**src/rtl/dtx_pkg.sv**
```systemverilog
// Shared definitions for the DTX line transmitter and the receiver-side DRU:
// framer state encoding, frame geometry and the idle line word.
package dtx_pkg;

  typedef enum logic [1:0] {
    IDLE  = 2'd0,
    DATA  = 2'd1,
    GUARD = 2'd2
  } dtx_state_e;

  localparam int         FRAME_NIBBLES = 12;
  localparam int         FRAME_CYCLES  = 25;
  localparam int         FIFO_DEPTH    = 16;
  localparam logic [7:0] IDLE_WORD     = 8'hFF;

  // One clock carries two line bits, each repeated four times for the 8:1 serializer.
  function automatic logic [7:0] line_word(input logic b0, input logic b1);
    return {{4{b0}}, {4{b1}}};
  endfunction

endpackage

```
**src/rtl/dtx_if.sv**
```systemverilog
// Nibble write port of the transmitter: data, valid, and FIFO-not-full ready.
interface dtx_if;
  logic [3:0] d;
  logic       dv;
  logic       rdy;

  modport master (output d, output dv, input  rdy);
  modport slave  (input  d, input  dv, output rdy);
endinterface

```
**src/rtl/dtx_fifo.sv**
```systemverilog
// 16 x 4-bit nibble FIFO with occupancy count; synchronous active-high reset.
module dtx_fifo
  import dtx_pkg::*;
(
  input  logic       c,
  input  logic       r,
  input  logic       push_i,
  input  logic [3:0] wdata_i,
  input  logic       pop_i,
  output logic [3:0] rdata_o,
  output logic [4:0] count_o
);

  logic [3:0] mem_q [FIFO_DEPTH];
  logic [3:0] wptr_q;
  logic [3:0] rptr_q;
  logic [4:0] count_q;
  logic       push_ok;
  logic       pop_ok;

  assign push_ok = push_i && (count_q < 5'(FIFO_DEPTH));
  assign pop_ok  = pop_i && (count_q != 5'd0);

  // NOTE: sequential state uses non-blocking assignments so every register samples pre-edge values.
  always_ff @(posedge c) begin
    if (r) begin
      wptr_q  <= '0;
      rptr_q  <= '0;
      count_q <= '0;
    end else begin
      if (push_ok) wptr_q <= wptr_q + 4'd1;
      if (pop_ok)  rptr_q <= rptr_q + 4'd1;
      count_q <= count_q + {4'd0, push_ok} - {4'd0, pop_ok};
    end
  end

  // NOTE: storage is not reset; the pointers and count alone define what is valid.
  always_ff @(posedge c) begin
    if (push_ok) mem_q[wptr_q] <= wdata_i;
  end

  assign rdata_o = mem_q[rptr_q];
  assign count_o = count_q;

endmodule

```
**src/rtl/dtx.sv**
```systemverilog
// DTX framer/serializer: 49-bit frames (start 0 + 12 nibbles) at 2 line bits per clock.
// Optional frame counter enabled by defining DTX_FRAME_COUNT_EN.
module dtx
  import dtx_pkg::*;
#(
  parameter int GUARD_CYCLES = 2
) (
  input  logic        c,
  input  logic        r,
  dtx_if.slave        s,
  output logic [7:0]  o,
  output logic        busy,
  output logic [15:0] nframes
);

  dtx_state_e state_q, state_d;
  logic [4:0] cyc_q, cyc_d;
  logic [3:0] gcnt_q, gcnt_d;
  logic [3:0] sr_q, sr_d;
  logic [4:0] count;
  logic [3:0] head;
  logic       pop;
  logic       frame_ready;
  logic       last_cyc;
  logic       guard_done;

  dtx_fifo u_fifo (
    .c       (c),
    .r       (r),
    .push_i  (s.dv),
    .wdata_i (s.d),
    .pop_i   (pop),
    .rdata_o (head),
    .count_o (count)
  );

  assign s.rdy       = (count < 5'(FIFO_DEPTH));
  assign frame_ready = (count >= 5'(FRAME_NIBBLES));
  assign last_cyc    = (cyc_q == 5'(FRAME_CYCLES));
  assign guard_done  = (gcnt_q == 4'(GUARD_CYCLES));

  always_ff @(posedge c) begin
    if (r) begin
      state_q <= IDLE;
      cyc_q   <= '0;
      gcnt_q  <= '0;
      sr_q    <= '0;
    end else begin
      state_q <= state_d;
      cyc_q   <= cyc_d;
      gcnt_q  <= gcnt_d;
      sr_q    <= sr_d;
    end
  end

  // Leaving GUARD straight into DATA keeps back-to-back frames exactly GUARD_CYCLES apart.
  always_comb begin
    // NOTE: defaults first so no path leaves a combinational output unassigned (no latches).
    state_d = state_q;
    cyc_d   = cyc_q;
    gcnt_d  = gcnt_q;
    unique case (state_q)
      IDLE: begin
        if (frame_ready) begin
          state_d = DATA;
          cyc_d   = 5'd1;
        end
      end
      DATA: begin
        if (last_cyc) begin
          state_d = GUARD;
          gcnt_d  = 4'd1;
        end else begin
          cyc_d = cyc_q + 5'd1;
        end
      end
      GUARD: begin
        if (guard_done) begin
          if (frame_ready) begin
            state_d = DATA;
            cyc_d   = 5'd1;
          end else begin
            state_d = IDLE;
          end
        end else begin
          gcnt_d = gcnt_q + 4'd1;
        end
      end
      default: state_d = IDLE;
    endcase
  end

  // The start bit shifts every nibble by one bit, so odd cycles straddle two nibbles.
  always_comb begin
    o    = IDLE_WORD;
    busy = 1'b0;
    pop  = 1'b0;
    sr_d = sr_q;
    if (state_q == DATA) begin
      busy = 1'b1;
      if (cyc_q == 5'd1) begin
        o    = line_word(1'b0, head[3]);
        pop  = 1'b1;
        sr_d = {head[2:0], 1'b0};
      end else if (last_cyc) begin
        o = line_word(sr_q[3], 1'b1);
      end else if (cyc_q[0]) begin
        o    = line_word(sr_q[3], head[3]);
        pop  = 1'b1;
        sr_d = {head[2:0], 1'b0};
      end else begin
        o    = line_word(sr_q[3], sr_q[2]);
        sr_d = {sr_q[1:0], 2'b00};
      end
    end else if (state_q == GUARD) begin
      busy = 1'b1;
    end
  end

`ifdef DTX_FRAME_COUNT_EN
  logic [15:0] nframes_q;

  always_ff @(posedge c) begin
    if (r) begin
      nframes_q <= '0;
    end else if (state_q == DATA && last_cyc) begin
      nframes_q <= nframes_q + 16'd1;
    end
  end

  assign nframes = nframes_q;
`else
  assign nframes = 16'h0000;
`endif

endmodule

```
**src/flat_wrapper.sv**
```systemverilog
// flat-port wrapper written by rule: the top's interface ports become plain ports
module dtx_flat import dtx_pkg::*;
#(
  parameter int GUARD_CYCLES = 2
)
  (c, r, o, busy, nframes, s_d, s_dv, s_rdy);
  dtx_if s_i ();
  input  logic c;
  input  logic r;
  output logic [7:0] o;
  output logic busy;
  output logic [15:0] nframes;
  input wire logic [$bits(s_i.d)-1:0] s_d;
  input wire logic [$bits(s_i.dv)-1:0] s_dv;
  output wire logic [$bits(s_i.rdy)-1:0] s_rdy;
  assign s_i.d = s_d;
  assign s_i.dv = s_dv;
  assign s_rdy = s_i.rdy;
  dtx #(.GUARD_CYCLES(GUARD_CYCLES)) u_core (.c(c), .r(r), .s(s_i), .o(o), .busy(busy), .nframes(nframes));
endmodule
```
**config.mk**
```make
export PLATFORM = sky130hd
export DESIGN_NAME = dtx_flat
export DESIGN_NICKNAME = d
export VERILOG_FILES = /design/src/rtl/dtx_pkg.sv /design/src/rtl/dtx_if.sv /design/src/rtl/dtx_fifo.sv /design/src/rtl/dtx.sv /design/src/flat_wrapper.sv
export SDC_FILE = /design/constraint.sdc
export NUM_CORES = 1
export LEC_CHECK = 0
export ABC_AREA = 1
export CAP_MARGIN = 20
export CORE_ASPECT_RATIO = 1.25
export CORE_MARGIN = 2
export CORE_UTILIZATION = 58
export DETAILED_ROUTE_END_ITERATION = 7
export PLACE_DENSITY = 0.84
export SKIP_CTS_REPAIR_TIMING = 1
export SLEW_MARGIN = 20
export SYNTH_ARGS = -nofsm -noshare
export SYNTH_HDL_FRONTEND = slang
export SYNTH_SLANG_ARGS = --single-unit
```
**constraint.sdc**
```tcl
create_clock -name c -period 3.6 [get_ports c]
set_input_delay 1.08 -clock c [delete_from_list [all_inputs] [get_ports c]]
set_output_delay 1.08 -clock c [all_outputs]
set_load 0.03 [all_outputs]
```
Yosys cells after proc, flatten, opt, wreduce, memory -nomap -nowiden
Memory sizes are Yosys's and may differ from the RTL's. A register that Yosys moved wholly into a read port is not among the register bits.
Cells that the tools add are included.
- muxes and demuxes: 29
- reduce and logical (&&, ||, !) cells: 10
- add/subtract/negate cells: 6
- order comparisons: 2
- equal/unequal tests: 11
- operator list (cell ; number):
    2-to-1 mux 4 bit ; 9
    2-to-1 mux 8 bit ; 2
    2-to-1 mux 5 bit ; 3
    one-hot mux 5 bit (3 select lines) ; 1
    adder 4 x 1 -> 4 bit (second input constant) ; 3
    2-to-1 mux 1 bit ; 9
    AND reduction 3 bit ; 3
    one-hot mux 4 bit (2 select lines) ; 1
    2-to-1 mux 2 bit ; 3
    inequality test 2 x 1 -> 1 bit (second input constant) ; 3
    inequality test 2 bit (second input constant) ; 3
    one-hot mux 2 bit (3 select lines) ; 1
    adder 5 x 1 -> 5 bit ; 1
    adder 5 x 1 -> 5 bit (second input constant) ; 1
    == test 5 x 1 -> 1 bit (second input constant) ; 1
    == test 5 bit (second input constant) ; 1
    >= comparator 5 x 4 -> 1 bit (second input constant) ; 1
    < comparator 5 bit (second input constant) ; 1
    nonzero test 5 bit ; 1
    subtractor 5 x 1 -> 5 bit ; 1
    == test 4 x 2 -> 1 bit (second input constant) ; 1
    nonzero test 3 bit ; 1
    == test 2 x 1 -> 1 bit (second input constant) ; 1
    == test 2 bit (second input constant) ; 1
    4 further kinds ; 5
- memories: 1
- register bits after elaboration: 28
- input bits: 7
- output and inout port bits: 26
- word-level logic and storage cells: 66
- bits in writable memories: 64
- memory list (memory ; depth ; bits a word ; rd ports ; clocked after Yosys merged registers in ; wr ports ; RTL line ; RTL):
    u_core.u_fifo.mem_q ; 16 ; 4 ; 1 ; 1 ; 1 ; dtx_fifo.sv:14 ; logic [3:0] mem_q [FIFO_DEPTH];

Depth between registers and ports, before layout
Gate-level depths: netlist of run 1.
- word-level depth: 7
- gate-level depth with buffers: 17
- depth with buffers taken out: 17

Modules after synthesis
Synthesis of run 1 repeated with hierarchy kept, for this count alone.
- cells, all modules: 558
- area, all modules: 4794.6 sq um
- by module, submodules not included (module ; seq. area each (sq um) ; area an instance (sq um) ; times used ; cells each):
    dtx_fifo ; 2262.2 ; 3672.3 ; 1 ; 388
    dtx ; 280.3 ; 1122.3 ; 1 ; 170

Worst setup path before layout of run 1
Ideal clock, no wire load.
- path kind: input to register
- from: input port s_dv
- to: register u_core.u_fifo.count_q[4] (netlist: u_core.u_fifo.count_o[4])
- setup time: 0.070 ns
- data arrival time: 2.665 ns
- cell stages on the path: 13
- required time: 3.530 ns
- path buffers: 0
- slack: 0.865 ns
- cell sequence: nand2_1 > inv_1 > nor2_1 > inv_1 > nand2_1 > ha_1 > inv_1 > fa_1 > nor2_1 > nor2_1 > o21ai_0 > o21ai_0 > a21oi_1
- cells in the longest elaborated chain, start to end: 3
- ends and longest elaborated chain (element ; RTL line ; RTL):
    start, declared ; flat_wrapper.sv:14 ; input wire logic [$bits(s_i.dv)-1:0] s_dv;
    logical AND 1 bit ; dtx_fifo.sv:21 ; assign push_ok = push_i && (count_q < 5'(FIFO_DEPTH));
    adder 5 x 1 -> 5 bit ; dtx_fifo.sv:33 ; count_q <= count_q + {4'd0, push_ok} - {4'd0, pop_ok};
    subtractor 5 x 1 -> 5 bit ; dtx_fifo.sv:33 ;
    end signal, assigned ; dtx_fifo.sv:33 ;
    end, declared ; dtx_fifo.sv:17 ; logic [4:0] count_q;
Every way passes these cells.
A chain may end at the register's enable or synchronous reset.

==> summary.md, run 1 <==
| Metric | Value |
|---|---|
| Layout cell share with drive strength beyond 1 | around 7.7% |
| Worst setup EP type | output pin |
| Maximum root-to-sink buffer count | 2 |
| DRC Markers | 0 |
| Sequential cell area | ~0.0025 mm2 |
| Post-route ant nets | 0 |
| Worst EP required | 2520 ps |
| Setup TNS | 0 ps |
| First-pass GRT wire length | approximately 14 mm |
| WS Path Type | register to output pin |
| IO buf count | 16 |
| Post-Layout Inst Area | approximately 0.0049 mm2 |
| GR peak layer | met2 |
| Root Driver | clkbuf_8 |
| Status | finished, final reports clean |
| Fillers | 600 |
| Vias in the first global route | a little over 3k |
| Rel. slew slack | 53.8% |
| Mapped Cells | roughly 470 |
| WHS Path Cells | 2 |
| Final-stage net count | just over 500 |
| Core box area | 0.00770 mm2 |
| Die width | roughly 83 um |
| Peak supply drop | about 0.00054 V |
| GR Util met2 | between 40% and 50% |
| Synth-to-layout area growth | 7.31% |
| Yosys warnings | 0 |
| GP Congestion | around 0.87 |
| Crit path max fanout | 38 |
| Multi-input logic area | between 0.0015 and 0.002 mm2 |
| Fin crit period | roughly 3200 ps |
| Initial Util | approximately three fifths |
| Initial antenna violation count | 0 |
| Met1 Use GR | roughly a quarter |
| Period utilization | 89.1% |
| Seq cells post-synth | 95 |
| Vias | about 3.1k |
| Slew at the pin closest to its max-slew limit | 691 ps |
| Worst-skew pair later-pin latency | around 370 ps |
| GR Overflow Total | 0 |
| Leakage | ~0.0019 uW |
| Total power | between 2000 and 3000 uW |
| TritonCTS clock tree | built |
| Clk sinks | 95 |
| Mapped Avg Cell Area | 9.77 um2 |
| Commonest non-fill, non-tap cell in the layout | edfxtp_1 |
| Setup Skew | around 18 ps |
| Row count | 36 |
| Most frequent cells in the layout | edfxtp_1, nand2_1, nor2_1, inv_1, nand3_1 |
| GRT Total Usage | between 20% and 30% |
| Clock transition at the registers of the reported paths | 90 ps |
| 1st-iter DRT viols | ~400 |
| Largest net degree at the start of global routing | 39 |
| Final Max Tran Viols | 0 |
| Startpoint Class | register |
| Synth unique cells | 36 |
| Worst Hold Class | register to register |
| Final HPWL DP | ~6.3 mm |
| Routed WL | 8.80 mm |
| Util after Layout | roughly 63% |
| Max Cap Violations | 0 |
| Placed cell areas | 0.00470 mm2 |
| Hold Vio Cnt, Final | 0 |
| # setup viols final | 0 |
| Die Y | around 100 um |
| WHS | 472 ps |
| Wire per inst | 15.2 um |
| Syn Std Cell Area | 0.00455 mm2 |
| Die area | about 0.0086 mm2 |
| RSZ-0062 raised after global routing | no |
| Met3 Track Usage GR | ~3.5% |
| Fmax | a little over 300 MHz |
| Worst Reg-to-Reg Cells | 17 |
| Sequential-to-total area share from yosys stat | between 50% and 60% |
| N_diodes | 0 |
| Worst path arrival time | about 2100 ps |
| Power Density | 594 mW/mm2 |
| Num CTS Buffers | 9 |
| Drt pass-1 iters | 6 |
| Top Ports | 33 |
| DR vias/cell | between 5 and 6 |
| Number of H-tree levels | 3 |
## metal layers
metal / up-vias / part of all wire [%]
met5: - / 0
met4: 0 / 2.8
met3: 23 / 4.9
met2: 103 / 53
met1: 1465 / 39
li1: 1550 / -
## cell families after synthesis
family                     synth area share, %
and+or+nand+nor                           19.2
AOI/OAI and AO/OA                         9.21
xor gates and xnor gates                 0.192
adders and majority gates                 6.21
DFF                                       55.9
buffers and inverters                     9.29
other                                   0.0824
## Yosys cell counts (all sizes together)
master,count,area [um2]
a211oi,1,7.51
a21oi,26,134
a31oi,1,6.26
buf,30,216
clkbuf,4,15.0
conb,1,3.75
dfxtp,31,621
edfxtp,64,1920
fa,1,20.0
ha,21,263
inv,51,191
nand2,64,258
nand3,42,228
nand3b,2,15.0
nand4,2,27.5
nor2,63,241
nor3,7,35.0
nor3b,4,30.0
o211ai,9,81.3
o21ai,35,190
or2,5,31.3
or3,1,6.26
xnor2,1,8.76
## where the power goes
part | switching, uW | leakage [uW] | internal (uW) | total [uW]
sequential | 58.5 | 0.000830 | 1240 | 1300
combinational | 634 | 0.000947 | 338 | 972
clock | 374 | 0.0000829 | 255 | 629
## metrics by stage
stage	instances	setup WS (ps)
final	578	391
after global routing	578	233
after floorplan	481	865
after global placement	562	341
after CTS	578	-23.2
after detailed placement	562	139
## registers in the layout, summed over array words and instances, names as in the netlist, named ones only
signal and flops:
u_core.u_fifo.wptr_q 4, u_core.cyc_q 5, u_core.state_q 2, u_core.sr_q 3, u_core.u_fifo.rptr_q 4, u_core.u_fifo.count_o 5
u_core.u_fifo.mem_q 64, u_core.gcnt_q 4
## critical path: stages, from the launching register on
cell and delay (ps):
dfxtp_1 370, buf_12 190, or2_2 300, o211ai_1 120, nand3_1 120, nand3_1 150
nand3b_1 90, nand2_1 70, nand2_1 90, dlymetal6s2s_1 270
## area by class of cell
class	instances	area share, %
repair buffers	20	4.35
well taps	95	2.43
clock inverters	6	0.948
clock buffers	10	2.61
multi-input cells	301	33.6
flip-flops and latches	95	52.0
inverters	51	3.97
## path summary, 6_finish.rpt
kind                        start                       end  slack [ps]
setup / recovery         register                      o[0]         390
hold / removal     u_core.sr_q[2]            u_core.sr_q[2]         470
setup reg to reg  u_core.cyc_q[1]  u_core.u_fifo.count_o[4]         750
hold reg to reg    u_core.sr_q[2]            u_core.sr_q[2]         470
No activity file was read; power rests on OpenSTA's default activity.
==> run 2, diff against run 1 <==
Settings changed: CORE_MARGIN 2 to 5.
==> run 2 against run 1 <==
Effect of this change:
- global-route usage down 1.2 points
- first-iteration DRC count shrank 11%
- register-to-register slack worse by 90 ps
- worst setup slack improved by 43 ps
- utilization rose by 0.067 points
- via count increased by 3.6%
- clock skew is 7.8 ps lower
- critical path type unchanged
- largest power group unchanged
==> summary.md, run 2 (synthesized netlist as in run 1, its figures left out) <==
| Metric | Value |
|---|---|
| Status | finished, final reports clean |
| Leakage | 0.00188 uW (+0.91%) |
| Routed WL | 9.04 mm (+2.7%) |
| Worst setup EP type | output pin |
| Initial Util | 58.8% (-0.34 points) |
| Startpoint Class | register |
| Sequential Power Share | 44.6% (-0.3 points) |
| Psw | 1070 uW (about the same) |
| DRC Markers | 0 (unchanged) |
| Clk sinks | 95 (unchanged) |
| Post-route ant nets | 0 (unchanged) |
| WHS | 471 ps (-1.17 ps) |
| Post-Layout Inst Area | 0.00492 mm2 (+0.69%) |
| Fillers | 615 (+2.5%) |
| Critical Path, Cell by Cell | inv_1 > ha_1 > nand3_2 > o21ai_0 > nand2_1 > clkdlybuf4s50_1 |
| Die Y | 109 um (+5.8%) |
| Root Driver | clkbuf_8 |
| IO buf count | 16 (unchanged) |
| Power Density | 592 mW/mm2 (-0.32%) |
| Number of H-tree levels | 3 (unchanged) |
| TritonCTS clock tree | built |
| Drt pass-1 iters | 5 (-1) |
| Max FFs per register | 64 (unchanged) |
| Slew at the pin closest to its max-slew limit | 740 ps (+48.3 ps) |
| Clock transition at the registers of the reported paths | 90 ps (about the same) |
| Final HPWL DP | 6.34 mm (about the same) |
| Peak supply drop | 0.000447 V (-18%) |
| N_diodes | 0 (unchanged) |
| # setup viols final | 0 (unchanged) |
| Largest net degree at the start of global routing | 39 (unchanged) |
| Clk pwr share | 21.7% (about the same) |
| Wire per inst | 15.5 um (+2.0%) |
| RSZ-0062 raised after global routing | no |
| WS Path Type | register to output pin |
| Vias | 3254 (+3.6%) |
| Worst EP required | 2520 ps (about the same) |
| CP Buf/Inv Count | 2 (unchanged) |
| Num CTS Buffers | 9 (unchanged) |
| Placed insts | 563 (+0.18%) |
| Sw Ratio | 36.6% (-0.16 points) |
| Worst path arrival time | 2090 ps (-40 ps) |
| Max stage delay on crit path | 690 ps (+320 ps) |
| Worst Hold Class | register to register |
| Setup Skew | 9.94 ps (-7.81 ps) |
| GRT Total Usage | 20.1% (-1.2 points) |
| Post-route insts no fill | 582 (+0.69%) |
| Fmax | 316 MHz (+1.3%) |
| Most flops, register | u_core.u_fifo.mem_q |
| Setup TNS | 0 ps (unchanged) |
| Die area | 0.00973 mm2 (+13%) |
| Crit path max fanout | 4 (-89%) |
| Period utilization | 87.9% (-1.2 points) |
| Crit path max-delay family | buffers and inverters |
| Vias in the first global route | 3101 (+2.2%) |
| Fin crit period | 3170 ps (-42.6 ps) |
| 1st-iter DRT viols | 354 (-11%) |
| GR Overflow Total | 0 (unchanged) |
| Top Ports | 33 (unchanged) |
| Die width | 89.2 um (+7.2%) |
| Combinational share of power | 33.7% (+0.2 points) |
| DR vias/cell | 5.59 (+2.9%) |
| Row count | 36 (unchanged) |
| Total power | 2910 uW (+0.37%) |
| GP Congestion | 0.911 (+4.6%) |
| Crit path max-delay cell type | clkdlybuf4s50_1 |
| Synth-to-layout area growth | 8.05% |
| Rel. slew slack | 50.5% (-3.2 points) |
| Hold Vio Cnt, Final | 0 (unchanged) |
| Max Cap Violations | 0 (unchanged) |
| First-pass GRT wire length | 14.7 mm (+4.7%) |
| Worst-skew pair later-pin latency | 370 ps (about the same) |
| Layout cell share with drive strength beyond 1 | 8.42% (+0.76 points) |
| Placed cell areas | 0.00471 mm2 (+0.16%) |
| Commonest non-fill, non-tap cell in the layout | edfxtp_1 |
| Most frequent cells in the layout | edfxtp_1, nand2_1, nor2_1, inv_1, nand3_1 |
| Maximum root-to-sink buffer count | 2 (unchanged) |
| Pint | 1850 uW (+0.62%) |
| Final-stage net count | 511 (+0.79%) |
| Core box area | 0.00775 mm2 (+0.58%) |
| Final Max Tran Viols | 0 (unchanged) |
| Initial antenna violation count | 0 (unchanged) |
run 2: changes by cell type in the layout (fill, tap and decap cells not counted), sizes merged:
cell and delta:
clkinv +1, clkinvlp +1, buf +4, inv -2
run 2: worst min-delay path, cell delays in order, from the launching register on:
cell	delay, ps
dfxtp_1	320
nand2_1	60
a21oi_1	60
run 2: routing by layer:
| layer | vias to the layer above | part of all wire (%) | wire length [um] | GRT usage [%] |
|---|---|---|---|---|
| met5 | - | 0 | 0 | 0 |
| met4 | 0 | 2.7 | 246 | 8.62 |
| met3 | 24 | 8.0 | 727 | 4.99 |
| met2 | 170 | 50 | 4550 | 33.8 |
| met1 | 1503 | 39 | 3510 | 24.2 |
| li1 | 1557 | - | - | - |
run 2: power groups by stage:
| stage | sequential [uW] | clock [uW] | combinational (uW) |
|---|---|---|---|
| 2_1_floorplan | 1310 | 0 | 768 |
| 3_3_place_gp | 1320 | 0 | 937 |
| 3_5_place_dp | 1320 | 0 | 977 |
| 4_1_cts | 1300 | 639 | 984 |
| 5_1_grt | 1310 | 688 | 1110 |
| 6_report | 1300 | 632 | 981 |
run 2: layout make-up:
class,instances,area [um2],share of cell area [%]
Sequential cell,95,2540,51.7
Multi-Input combinational cell,301,1640,33.4
Timing Repair Buffer,24,243,4.94
Inverter,51,198,4.02
Clock buffer,10,138,2.80
Tap cell,95,119,2.42
Clock inverter,6,36.3,0.738
run 2: per-stage QoR:
stage / util (%) / setup WS [ps]
after global placement: 60.7 / 344
final: 63.5 / 434
after CTS: 63.0 / -21.8
after global routing: 63.5 / 292
after floorplan: - / 865
after detailed placement: 60.7 / 159
run 2: worst paths after layout:
kind / end / slack, ps / from / cells past startpoint
setup reg to reg: u_core.u_fifo.count_o[4] / 660 / u_core.cyc_q[1] / 17
hold reg to reg: u_core.sr_q[2] / 470 / u_core.sr_q[2] / 2
setup / recovery: o[5] / 430 / u_core.cyc_q[1] / 6
hold / removal: u_core.sr_q[2] / 470 / u_core.sr_q[2] / 2
